--- src/rtl/fetch_pkg.sv ---
// Shared types and constants for the instruction fetch unit.
package fetch_pkg;

    // WAIT: memory address settling; HOLD: captured word offered to decode.
    typedef enum logic {
        WAIT = 1'b0,
        HOLD = 1'b1
    } fetch_state_t;

    // Every instruction is one 32-bit word.
    localparam int INSTR_BYTES = 4;

    // Low address bits cleared to keep fetch addresses word-aligned.
    localparam logic [1:0] ALIGN_MASK = 2'b11;

endpackage

--- src/rtl/fetch_wait_timer.sv ---
// Load/decrement counter timing the memory settle window after an address change.
module fetch_wait_timer #(
    parameter int MEM_WAIT = 4
) (
    input  logic clk,
    input  logic rst,
    input  logic load,
    output logic done
);

    localparam int CNT_W = (MEM_WAIT > 1) ? $clog2(MEM_WAIT) : 1;

    logic [CNT_W-1:0] cnt;

    // Reload on reset or a new address; otherwise count down and park at zero.
    always_ff @(posedge clk) begin
        if (rst || load) begin
            cnt <= CNT_W'(MEM_WAIT - 1);
        end else if (cnt != '0) begin
            cnt <= cnt - CNT_W'(1);
        end
    end

    assign done = (cnt == '0);

endmodule

--- src/rtl/instr_fetch_unit.sv ---
// Instruction fetch: drives the PC into the async memory, waits for it to
// settle, then offers the word to decode over valid/ready. Redirects from
// execute override the sequential PC at any time.
module instr_fetch_unit
    import fetch_pkg::*;
#(
    parameter int                ADDR_W   = 32,
    parameter int                DATA_W   = 32,
    parameter logic [ADDR_W-1:0] RESET_PC = '0,
    parameter int                MEM_WAIT = 4
) (
    input  logic              clk,
    input  logic              rst,
    output logic [ADDR_W-1:0] mem_address,
    input  logic [DATA_W-1:0] mem_instruction,
    input  logic              redirect_valid,
    input  logic [ADDR_W-1:0] redirect_target,
    output logic              out_valid,
    input  logic              out_ready,
    output logic [DATA_W-1:0] out_instruction,
    output logic [ADDR_W-1:0] out_pc,
    output logic [31:0]       fetch_count
);

    fetch_state_t state, state_next;
    logic         handshake;
    logic         timer_done;
    logic         capture;

    assign handshake = (state == HOLD) && out_ready;
    // A redirect landing on the settle edge discards the stale word.
    assign capture   = (state == WAIT) && timer_done && !redirect_valid;

    // Any address change restarts the settle window.
    fetch_wait_timer #(
        .MEM_WAIT (MEM_WAIT)
    ) u_timer (
        .clk  (clk),
        .rst  (rst),
        .load (redirect_valid || handshake),
        .done (timer_done)
    );

    // State register.
    always_ff @(posedge clk) begin
        if (rst) state <= WAIT;
        else     state <= state_next;
    end

    // Next state: settle then hold; a handshake or redirect returns to WAIT.
    always_comb begin
        state_next = state;
        case (state)
            WAIT:    if (timer_done) state_next = HOLD;
            HOLD:    if (out_ready)  state_next = WAIT;
            default: state_next = WAIT;
        endcase
        if (redirect_valid) state_next = WAIT;
    end

    // PC, capture registers and handshake counter.
    always_ff @(posedge clk) begin
        if (rst) begin
            mem_address     <= RESET_PC;
            out_valid       <= 1'b0;
            out_instruction <= '0;
            out_pc          <= '0;
            fetch_count     <= '0;
        end else begin
            // The decoder took the word even if a redirect arrives alongside.
            if (handshake) fetch_count <= fetch_count + 32'd1;

            if (redirect_valid)
                mem_address <= {redirect_target[ADDR_W-1:2], redirect_target[1:0] & ~ALIGN_MASK};
            else if (handshake)
                mem_address <= mem_address + ADDR_W'(INSTR_BYTES);

            if (capture) begin
                out_instruction <= mem_instruction;
                out_pc          <= mem_address;
                out_valid       <= 1'b1;
            end else if (redirect_valid || handshake) begin
                out_valid <= 1'b0;
            end
        end
    end

endmodule

--- config.mk ---
export PLATFORM = sky130hd
export DESIGN_NAME = instr_fetch_unit
export DESIGN_NICKNAME = d
export VERILOG_FILES = /design/src/rtl/fetch_pkg.sv /design/src/rtl/fetch_wait_timer.sv /design/src/rtl/instr_fetch_unit.sv
export SDC_FILE = /design/constraint.sdc
export NUM_CORES = 1
export LEC_CHECK = 0
export CORE_ASPECT_RATIO = 0.75
export CORE_MARGIN = 2
export CORE_UTILIZATION = 49
export DETAILED_ROUTE_END_ITERATION = 10
export MAX_ROUTING_LAYER = met4
export PLACE_DENSITY_LB_ADDON = 0.25
export SKIP_CTS_REPAIR_TIMING = 1
export SLEW_MARGIN = 20
export SYNTH_ARGS = -nofsm -noshare
export SYNTH_HDL_FRONTEND = slang
export SYNTH_HIERARCHICAL = 1
export SYNTH_SLANG_ARGS = --single-unit
--- constraint.sdc ---
create_clock -name clk -period 3.7 [get_ports clk]
set_input_delay 0.74 -clock clk [delete_from_list [all_inputs] [get_ports clk]]
set_output_delay 0.74 -clock clk [all_outputs]
set_load 0.02 [all_outputs]
==> results.cfg <==
[power]
leakage_nw = 2.721
max-vdd-ir-drop_uv = 421.8
total_power_mw = 3.706
p_per_area_nw_per_um2 = 448.8

[clock_tree]
cts-root-buf = clkbuf_16
cts_buffer_depth = 2
cts_tree = yes
clk_pin_slew_ns = 0.06
clock_sinks = 128
clkLatencyLatePin_ns = 0.41
cts_max_level = 4
numCtsBuffers = 17

[timing]
period_share = 0.7602
worstMarginPinSlew_ns = 0.8911
skew_ns = 0.01062
slew_headroom = 0.4059
max_freq_ghz = 0.3555
rsz0062_at_grt = false
finalHoldViolations = 0
min_period_ns = 2.813
setup-violations-final = 0
tns_ns = 0
slew_viol_final = 0

[final_layout]
synthToLayoutAreaGrowth_pct = 47.32
fin_area_um2 = 8258
multi_input_area_um2 = 2770
fin_cells = 1017
n_fill_cell = 784
n_antenna_cell = 0
drive_above_1_share = 0.05473
nets = 936
ff_latch_area_um2 = 2562

[logic_synthesis]
ys.flop_type = dfxtp_1
synth_warnings = 6
ys_seq_elements = 128
synth.avg_cell_area_um2 = 8.054
ys_seq_area_frac = 0.4571
synth-edff-count = 0
synthArstFlopShare = 0
syn_inst = 696
ys_types = 42
syn-cell-area_um2 = 5605

[placement]
hpwlAfterDp_um = 11230
placed_cell_area_um2 = 7548
globalplace.congestion = 0.8475
io_buffers = 190
dpl.cell_count = 985

[global_routing]
track_usage = 0.2841
grt_pass1_wl_um = 27800
grt_max_degree = 88
overflow = 0
grt_pass1_vias = 5643
grt_antenna_before_repair = 0

[floorplan]
dieArea_um2 = 12320
rows = 33
io_pins = 197
core-area_um2 = 11020
start_util = 0.5085
chipWidth_um = 127.5
die_h_um = 96.63

[setup_path]
critPathMaxFanout = 15
worstSetupPathType = in2reg
crit_path_end_kind = flip-flop
start_kind = input port
cp_data_required_time_ns = 4.03
arrival_ns = 3.15

[detailed_routing]
wl_per_cell_um = 16.94
wl_um = 17230
viasPerCell = 5.793
vias = 5891
ant_nets = 0
drc = 0
first_pass_iters = 5
drtIter0Drc = 402

[min_path]
hp-class = reg2reg

[run_status]
status = finished clean

[flow_run]
max_cap_viol_count = 0
worst max-delay path, cell delays in order:
cell	delay, ns
clkdlybuf4s50_1	0.64
nand3_1	0.21
or4_1	0.80
or4_1	0.59
a21oi_1	0.17
synth_stat cells (10+ instances only):
library cell / number / area share
or4_1: 24 / 0.032
xnor2_1: 14 / 0.022
inv_1: 14 / 0.0094
o31ai_1: 19 / 0.025
and4_1: 11 / 0.017
nand2_1: 151 / 0.10
nand4_1: 19 / 0.021
nor2_1: 41 / 0.027
a21oi_1: 88 / 0.079
dfxtp_1: 128 / 0.46
nand3_1: 20 / 0.018
a311oi_1: 10 / 0.016
clkbuf_1: 42 / 0.028
a211oi_1: 17 / 0.023
xor2_1: 10 / 0.016
routing by layer:
metal / GRT usage / wire length, µm / vias up
li1: - / - / 2810
met1: 0.3571 / 7319 / 2798
met2: 0.4406 / 8104 / 262
met3: 0.09458 / 1557 / 21
met4: 0.07523 / 247 / 0
met5: - / 0 / -
state kept, by name, summed over array words and instances, names as in the netlist:
signal           cells
state                1
u_timer/cnt          2
fetch_count         32
out_pc              30
mem_address         30
out_valid            1
out_instruction     32
final timing paths:
kind / from / slack [ns] / cells after the start / end
setup / recovery: out_ready / 0.89 / 5 / fetch_count[28]$_SDFFE_PP0P_
hold / removal: out_instruction[20]$_SDFFE_PP0P_ / 0.45 / 2 / out_instruction[20]$_SDFFE_PP0P_
setup reg to reg: fetch_count[1]$_SDFFE_PP0P_ / 1.32 / 5 / fetch_count[28]$_SDFFE_PP0P_
hold reg to reg: out_instruction[20]$_SDFFE_PP0P_ / 0.45 / 2 / out_instruction[20]$_SDFFE_PP0P_
final cells by class:
| cell class | instances | share of cell area |
|---|---|---|
| multi-input combinational | 504 | 0.3355 |
| clock inverter | 13 | 0.03106 |
| clock buffer | 19 | 0.05485 |
| timing repair buffer | 198 | 0.2403 |
| tap | 140 | 0.02121 |
| inverter | 15 | 0.006818 |
| sequential | 128 | 0.3103 |
metrics by stage:
stage	hold WS, ns	util	setup WS, ns
floorplan	0.4552	-	1.276
global placement	0.4407	0.6847	0.5736
detailed placement	0.4465	0.6847	0.5129
CTS	0.4535	0.7491	0.9094
global route	0.4786	0.7491	0.7893
finish	0.4520	0.7491	0.8871
cells by family after synthesis:
logic type,share of synthesized area
simple gates,0.2797
other cells,0.0006690
xor+xnor,0.03750
buf+inv,0.05134
flops,0.4571
fa+ha+maj,0.008929
compound gates,0.1647
report_power, final:
group	internal, mW	switching (mW)
Sequential	1.40	0.0457
Clock	1.37	0.636
Combinational	0.132	0.117
Total	2.91	0.799
placed cells by master, fill, tap and decap left out, drive strengths merged, types with 5 or more instances in the layout:
| cell type | n |
|---|---|
| clkdlybuf4s50 | 189 |
| nand2 | 151 |
| dfxtp | 128 |
| a21oi | 88 |
| nor2 | 41 |
| or4 | 25 |
| nand3 | 21 |
| nand4 | 21 |
| o31ai | 19 |
| clkbuf | 19 |
| a211oi | 17 |
| inv | 15 |
| xnor2 | 14 |
| and4 | 11 |
| a311oi | 10 |
| xor2 | 10 |
| o21ai | 10 |
| nor4 | 10 |
| and3 | 9 |
| or3 | 9 |
| nor3 | 9 |
| buf | 9 |
| bufinv | 7 |
| nor2b | 5 |
Power figures use the tool's default switching activity.
